`config.mk`:
```
export PLATFORM = sky130hd
export DESIGN_NAME = op_mem_ctrl_flat
export DESIGN_NICKNAME = d
export VERILOG_FILES = /design/src/rtl/op_mem_ctrl_if.sv /design/src/rtl/op_mem_ctrl.sv /design/src/flat_wrapper.sv
export SDC_FILE = /design/constraint.sdc
export NUM_CORES = 1
export LEC_CHECK = 0
export BUFFER_PORTS_ARGS = -buffer_cell sky130_fd_sc_hd__clkbuf_2
export CORE_ASPECT_RATIO = 0.5
export CORE_MARGIN = 2
export CORE_UTILIZATION = 25
export DETAILED_ROUTE_END_ITERATION = 8
export GPL_TIMING_DRIVEN = 0
export PLACE_DENSITY = 0.54
export SLEW_MARGIN = 30
export SYNTH_ARGS = -nofsm -noshare
export SYNTH_HDL_FRONTEND = slang
export SYNTH_SLANG_ARGS = --single-unit
```
`constraint.sdc`:
```
create_clock -name clk -period 3.47 [get_ports clk]
set_input_delay 0.1735 -clock clk [delete_from_list [all_inputs] [get_ports clk]]
set_output_delay 0.1735 -clock clk [all_outputs]
set_load 0.1 [all_outputs]
```
`src/rtl/op_mem_ctrl_if.sv`:
```
// Bundle of every signal the op-memory controller exchanges with the outside:
// the fetch command, the host load port, the downstream op port and the
// op-memory port. The controller uses the master modport; the environment
// (host, consumer and memory) uses the slave modport.
//
// Handshake rule for both valid/ready ports (ld_* and op_*): a transfer happens
// on a posedge where valid and ready are both high. Once valid is raised the
// offering side keeps valid and its data stable until that transfer. ready may
// depend combinationally on the other side's inputs but never on valid.
`timescale 1ns/1ps
interface op_mem_ctrl_if #(
  parameter int ADDR_W = 4,
  parameter int DATA_W = 32
) ();
  // fetch command
  logic              start;
  logic [ADDR_W-1:0] base_addr;
  logic [ADDR_W-1:0] num_ops;
  // host load port
  logic              ld_valid;
  logic [ADDR_W-1:0] ld_addr;
  logic [DATA_W-1:0] ld_data;
  logic              ld_ready;
  // downstream op port
  logic              op_valid;
  logic [DATA_W-1:0] op_data;
  logic              op_ready;
  // status
  logic              busy;
  logic              done;
  // op-memory port
  logic [ADDR_W-1:0] opCount;
  logic              opRW;
  logic              opEN;
  logic [DATA_W-1:0] opWriteBus;
  logic [DATA_W-1:0] opBus;

  modport master (
    input  start, base_addr, num_ops, ld_valid, ld_addr, ld_data, op_ready, opBus,
    output ld_ready, op_valid, op_data, busy, done, opCount, opRW, opEN, opWriteBus
  );

  modport slave (
    output start, base_addr, num_ops, ld_valid, ld_addr, ld_data, op_ready, opBus,
    input  ld_ready, op_valid, op_data, busy, done, opCount, opRW, opEN, opWriteBus
  );
endinterface

```
`src/rtl/op_mem_ctrl.sv`:
```
// Op-memory controller: sole master of the op-memory port. Loads single words
// from the host port and fetches a wrapping range of slots to a consumer.
// Memory contract: the memory acts on the posedge where it sees opEN=1; read
// data is captured one posedge later (the RD_WAIT cycle covers that gap).
`timescale 1ns/1ps
module op_mem_ctrl #(
  parameter int DEPTH  = 8,
  parameter int ADDR_W = 4,
  parameter int DATA_W = 32
) (
  input  logic         clk,
  input  logic         rst,
  op_mem_ctrl_if.master bus,
  output logic [2:0]   state_dbg_o
);

  // DEPTH must be representable in ADDR_W bits (num_ops clamps to it).
  localparam logic [ADDR_W-1:0] DEPTH_A = ADDR_W'(DEPTH);
  localparam logic [ADDR_W-1:0] LAST_A  = ADDR_W'(DEPTH - 1);

  typedef enum logic [2:0] {
    IDLE    = 3'd0,
    WR_REQ  = 3'd1,
    RD_REQ  = 3'd2,
    RD_WAIT = 3'd3,
    HOLD    = 3'd4
  } state_t;

  state_t            state_q;
  logic [ADDR_W-1:0] addr_q;
  logic [ADDR_W-1:0] rem_q;
  logic [ADDR_W-1:0] op_count_q;
  logic              op_rw_q;
  logic              op_en_q;
  logic [DATA_W-1:0] op_wbus_q;
  logic              op_valid_q;
  logic [DATA_W-1:0] op_data_q;
  logic              done_q;

  logic [ADDR_W-1:0] num_eff;
  logic [ADDR_W-1:0] base_wrap;
  logic [ADDR_W-1:0] ld_wrap;
  logic [ADDR_W-1:0] addr_d;

  // Command decoding: clamp the op count, wrap addresses into the slot range,
  // and compute the wrapped successor of the current fetch address.
  always_comb begin
    num_eff   = (bus.num_ops > DEPTH_A) ? DEPTH_A : bus.num_ops;
    base_wrap = bus.base_addr % DEPTH_A;
    ld_wrap   = bus.ld_addr % DEPTH_A;
    addr_d    = (addr_q == LAST_A) ? '0 : addr_q + ADDR_W'(1);
  end

  // Main FSM: all memory-side and op-port outputs are registered here.
  always_ff @(posedge clk) begin
    if (rst) begin
      state_q    <= IDLE;
      addr_q     <= '0;
      rem_q      <= '0;
      op_count_q <= '0;
      op_rw_q    <= 1'b1;
      op_en_q    <= 1'b0;
      op_wbus_q  <= '0;
      op_valid_q <= 1'b0;
      op_data_q  <= '0;
      done_q     <= 1'b0;
    end else begin
      done_q <= 1'b0;
      case (state_q)
        IDLE: begin
          if (bus.start) begin
            if (num_eff == '0) begin
              // empty fetch: acknowledge without touching the memory
              done_q <= 1'b1;
            end else begin
              addr_q     <= base_wrap;
              rem_q      <= num_eff;
              op_count_q <= base_wrap;
              op_en_q    <= 1'b1;
              op_rw_q    <= 1'b1;
              state_q    <= RD_REQ;
            end
          end else if (bus.ld_valid) begin
            // ld_ready is high here because start is low
            op_count_q <= ld_wrap;
            op_wbus_q  <= bus.ld_data;
            op_rw_q    <= 1'b0;
            op_en_q    <= 1'b1;
            state_q    <= WR_REQ;
          end
        end
        WR_REQ: begin
          op_en_q <= 1'b0;
          op_rw_q <= 1'b1;
          state_q <= IDLE;
        end
        RD_REQ: begin
          op_en_q <= 1'b0;
          state_q <= RD_WAIT;
        end
        RD_WAIT: begin
          op_data_q  <= bus.opBus;
          op_valid_q <= 1'b1;
          state_q    <= HOLD;
        end
        HOLD: begin
          if (bus.op_ready) begin
            op_valid_q <= 1'b0;
            rem_q      <= rem_q - ADDR_W'(1);
            addr_q     <= addr_d;
            if (rem_q == ADDR_W'(1)) begin
              done_q  <= 1'b1;
              state_q <= IDLE;
            end else begin
              op_count_q <= addr_d;
              op_en_q    <= 1'b1;
              op_rw_q    <= 1'b1;
              state_q    <= RD_REQ;
            end
          end
        end
        default: state_q <= IDLE;
      endcase
    end
  end

  assign bus.ld_ready   = (state_q == IDLE) && !bus.start;
  assign bus.busy       = (state_q != IDLE);
  assign bus.done       = done_q;
  assign bus.op_valid   = op_valid_q;
  assign bus.op_data    = op_data_q;
  assign bus.opCount    = op_count_q;
  assign bus.opRW       = op_rw_q;
  assign bus.opEN       = op_en_q;
  assign bus.opWriteBus = op_wbus_q;
  assign state_dbg_o    = state_q;

endmodule

```
`src/flat_wrapper.sv`:
```
// flat-port wrapper written by rule: the top's interface ports become plain ports
module op_mem_ctrl_flat 
#(
  parameter int DEPTH  = 8,
  parameter int ADDR_W = 4,
  parameter int DATA_W = 32
)
  (clk, rst, state_dbg_o, bus_start, bus_base_addr, bus_num_ops, bus_ld_valid, bus_ld_addr, bus_ld_data, bus_op_ready, bus_opBus, bus_ld_ready, bus_op_valid, bus_op_data, bus_busy, bus_done, bus_opCount, bus_opRW, bus_opEN, bus_opWriteBus);
  op_mem_ctrl_if #(.ADDR_W(ADDR_W), .DATA_W(DATA_W)) bus_i ();
  input  logic clk;
  input  logic rst;
  output logic [2:0] state_dbg_o;
  input wire logic [$bits(bus_i.start)-1:0] bus_start;
  input wire logic [$bits(bus_i.base_addr)-1:0] bus_base_addr;
  input wire logic [$bits(bus_i.num_ops)-1:0] bus_num_ops;
  input wire logic [$bits(bus_i.ld_valid)-1:0] bus_ld_valid;
  input wire logic [$bits(bus_i.ld_addr)-1:0] bus_ld_addr;
  input wire logic [$bits(bus_i.ld_data)-1:0] bus_ld_data;
  input wire logic [$bits(bus_i.op_ready)-1:0] bus_op_ready;
  input wire logic [$bits(bus_i.opBus)-1:0] bus_opBus;
  output wire logic [$bits(bus_i.ld_ready)-1:0] bus_ld_ready;
  output wire logic [$bits(bus_i.op_valid)-1:0] bus_op_valid;
  output wire logic [$bits(bus_i.op_data)-1:0] bus_op_data;
  output wire logic [$bits(bus_i.busy)-1:0] bus_busy;
  output wire logic [$bits(bus_i.done)-1:0] bus_done;
  output wire logic [$bits(bus_i.opCount)-1:0] bus_opCount;
  output wire logic [$bits(bus_i.opRW)-1:0] bus_opRW;
  output wire logic [$bits(bus_i.opEN)-1:0] bus_opEN;
  output wire logic [$bits(bus_i.opWriteBus)-1:0] bus_opWriteBus;
  assign bus_i.start = bus_start;
  assign bus_i.base_addr = bus_base_addr;
  assign bus_i.num_ops = bus_num_ops;
  assign bus_i.ld_valid = bus_ld_valid;
  assign bus_i.ld_addr = bus_ld_addr;
  assign bus_i.ld_data = bus_ld_data;
  assign bus_i.op_ready = bus_op_ready;
  assign bus_i.opBus = bus_opBus;
  assign bus_ld_ready = bus_i.ld_ready;
  assign bus_op_valid = bus_i.op_valid;
  assign bus_op_data = bus_i.op_data;
  assign bus_busy = bus_i.busy;
  assign bus_done = bus_i.done;
  assign bus_opCount = bus_i.opCount;
  assign bus_opRW = bus_i.opRW;
  assign bus_opEN = bus_i.opEN;
  assign bus_opWriteBus = bus_i.opWriteBus;
  op_mem_ctrl #(.DEPTH(DEPTH), .ADDR_W(ADDR_W), .DATA_W(DATA_W)) u_core (.clk(clk), .rst(rst), .bus(bus_i), .state_dbg_o(state_dbg_o));
endmodule
```
==> results.json <==
{
  "gp_congestion": 0.8127,
  "initial_utilization": 0.2613,
  "syn_area_mm2": 0.003376,
  "io_pins": 158,
  "synth_edf_count": 0,
  "first_iter_violations": 142,
  "ys_ff_latch": 83,
  "drc": 0,
  "cts_resized": 0,
  "rsz0062_at_grt": "no",
  "overflow": 0,
  "drtPass1Iterations": 4,
  "syn_inst": 420,
  "endpoint_kind": "output port",
  "ys.flop_type": "dfxtp_1",
  "dpl.cell_count": 744,
  "syn2layout_area_growth_pct": 38.07,
  "track_usage": 0.1396,
  "antenna_cells": 0,
  "worstPathArrival_ns": 2.06,
  "dieWidth_um": 168.3,
  "die_y_um": 86.17,
  "antenna_found_initial": 0,
  "layout-drive-gt1-share": 0.3186,
  "syn_area_per_cell_um2": 8.037,
  "cts_buffers": 9,
  "worstSetupPathType": "register to output port",
  "hpwl_mm": 7.746,
  "ys_seq_area_frac": 0.4922,
  "slew_headroom": 0.5670,
  "post_cts_buffers": 0,
  "hold_buffers": 0,
  "clockBufferDepth": 2,
  "cap_violations": 0,
  "worst_pin_slew_ns": 0.6472,
  "cts.sinks": 83,
  "worstSetupStartpointType": "register",
  "grt_max_degree": 15,
  "ys_types": 48,
  "syn_nets": 504,
  "row_count": 29,
  "grt_pass1_vias": 3121,
  "ir_worst_vdd_mv": 0.1830,
  "vias": 3387,
  "h-tree-depth": 3,
  "wl_mm": 10.24,
  "status": "complete, no violations",
  "timing.setup.tns_ns": 0,
  "grt_pass1_wl_mm": 15.86,
  "max_freq_ghz": 0.4474,
  "worstHoldPathType": "primary input to register",
  "fin_cells": 760,
  "slew_violations": 0,
  "cellLeakagePower_nw": 2.008,
  "routedWlPerCell_um": 13.47,
  "clock_latency_ns": 0.34,
  "clk_pin_slew_ns": 0.07,
  "period_share": 0.6441,
  "ys_async_sr_fraction": 0,
  "yosys_warnings": 0,
  "io_buffers": 154,
  "viasPerCell": 4.457,
  "nets": 669,
  "nFillCells": 1413,
  "timing_hold_violations_final": 0,
  "setup_viol": 0,
  "layout_common_cells": "clkbuf_2, nand2_1, dfxtp_1",
  "core_mm2": 0.01292,
  "p_per_area_mw_per_mm2": 548.8,
  "cts_tree": "yes",
  "postRouteAntennaNets": 0,
  "cts-root-buf": "clkbuf_16",
  "die_area_mm2": 0.01450,
  "crit_path_max_fanout": 10,
  "period_minus_slack_ns": 2.235,
  "final_common_cell": "clkbuf_2",
  "finClkSkew_ns": 0.007255,
  "required_ns": 3.30
}
-- metrics by stage --
| step | hold slack, ns | setup slack [ns] | cell area (um^2) | utilization | power (mW) |
|---|---|---|---|---|---|
| 3_5_place_dp | 0.4040 | 1.558 | 4368 | 0.3381 | 1.630 |
| 4_1_cts | 0.03784 | 1.238 | 4661 | 0.3608 | 2.596 |
| 3_3_place_gp | 0.3973 | 1.589 | 4368 | 0.3381 | 1.627 |
| 5_1_grt | 0.04022 | 1.107 | 4661 | 0.3608 | 2.676 |
| 2_1_floorplan | 0.3095 | 0.5691 | 3385 | - | 1.491 |
| 6_report | 0.04936 | 1.235 | 4661 | 0.3608 | 2.558 |
-- area by class of cell --
type,instances,area (um^2),share of cell area
multi-input cells,300,1553,0.3332
plain buffers,31,147.6,0.03168
repair buffers,154,770.7,0.1654
clock buffers,10,229.0,0.04913
well taps,170,212.7,0.04564
clock inverters,6,63.81,0.01369
inverters,6,22.52,0.004832
flip-flops and latches,83,1662,0.3565
-- cell usage after synthesis, drive strengths merged, types with 2 or more instances --
cell	n	area, um^2
a211oi	3	22.52
a21oi	75	379.1
a311oi	2	17.52
a32o	2	20.02
and2	2	12.51
buf	10	68.81
clkbuf	21	78.83
dfxtp	83	1662
ha	3	37.54
inv	6	22.52
mux2i	6	60.06
nand2	137	514.2
nand2b	2	12.51
nand3	11	55.05
nand4	2	18.77
nor2	10	37.54
nor2b	3	18.77
nor3	3	15.01
nor3b	2	15.01
nor4	2	25.02
o211ai	3	22.52
o21a	3	22.52
o21ai	7	35.03
o22ai	2	26.28
or4b	2	23.77
xnor2	2	17.52
-- worst max-delay path, cell delays in order (launching register included) --
cell and delay (ns):
dfxtp_1 0.50, clkbuf_1 0.38, nor2_1 0.27, nand2_1 0.13, clkbuf_2 0.45
-- logic make-up after synthesis --
| logic type | after synthesis | synth area share |
|---|---|---|
| flops | 83 | 0.4922 |
| compound gates | 105 | 0.1824 |
| simple gates | 183 | 0.2376 |
| mux | 7 | 0.02113 |
| fa+ha+maj | 3 | 0.01112 |
| xor+xnor | 2 | 0.005190 |
| buf+inv | 37 | 0.05041 |
-- flip-flops by register name (all words and copies together) (netlist names), 3 cells and up --
signal and flops:
u_core.bus.opWriteBus 32, u_core.addr_q 4, u_core.bus.op_data 32, u_core.rem_q 4, u_core.bus.opCount 4, u_core.state_dbg_o 3
-- worst paths after layout --
path / to / depth (start not counted) / from / slack (ns)
worst max-delay path: bus_busy / 4 / u_core.state_dbg_o[1]$_SDFFE_PP0P_ / 1.23
worst min-delay path: u_core.bus.opWriteBus[3]$_SDFFE_PP0P_ / 3 / bus_ld_data[3] / 0.05
worst max register to register: u_core.bus.op_data[8]$_SDFFE_PP0P_ / 7 / u_core.state_dbg_o[2]$_SDFFE_PP0P_ / 1.60
worst min register to register: u_core.bus.op_data[27]$_SDFFE_PP0P_ / 2 / u_core.bus.op_data[27]$_SDFFE_PP0P_ / 0.45
-- metal layers --
metal	part of all wire	track usage	routed length, um	vias to the layer above
li1	-	-	-	1752
met1	0.45	0.1725	4585	1537
met2	0.49	0.2387	4986	84
met3	0.050	0.03969	516	14
met4	0.014	0.04232	147	0
met5	0	0	0	-
-- where the power goes --
group          internal, mW  switching, mW  total [mW]
sequential            0.997         0.0302        1.03
combinational         0.128          0.448       0.577
clock                 0.558          0.396       0.954
total                  1.68          0.874        2.56
No activity file was read; power rests on OpenSTA's default activity.
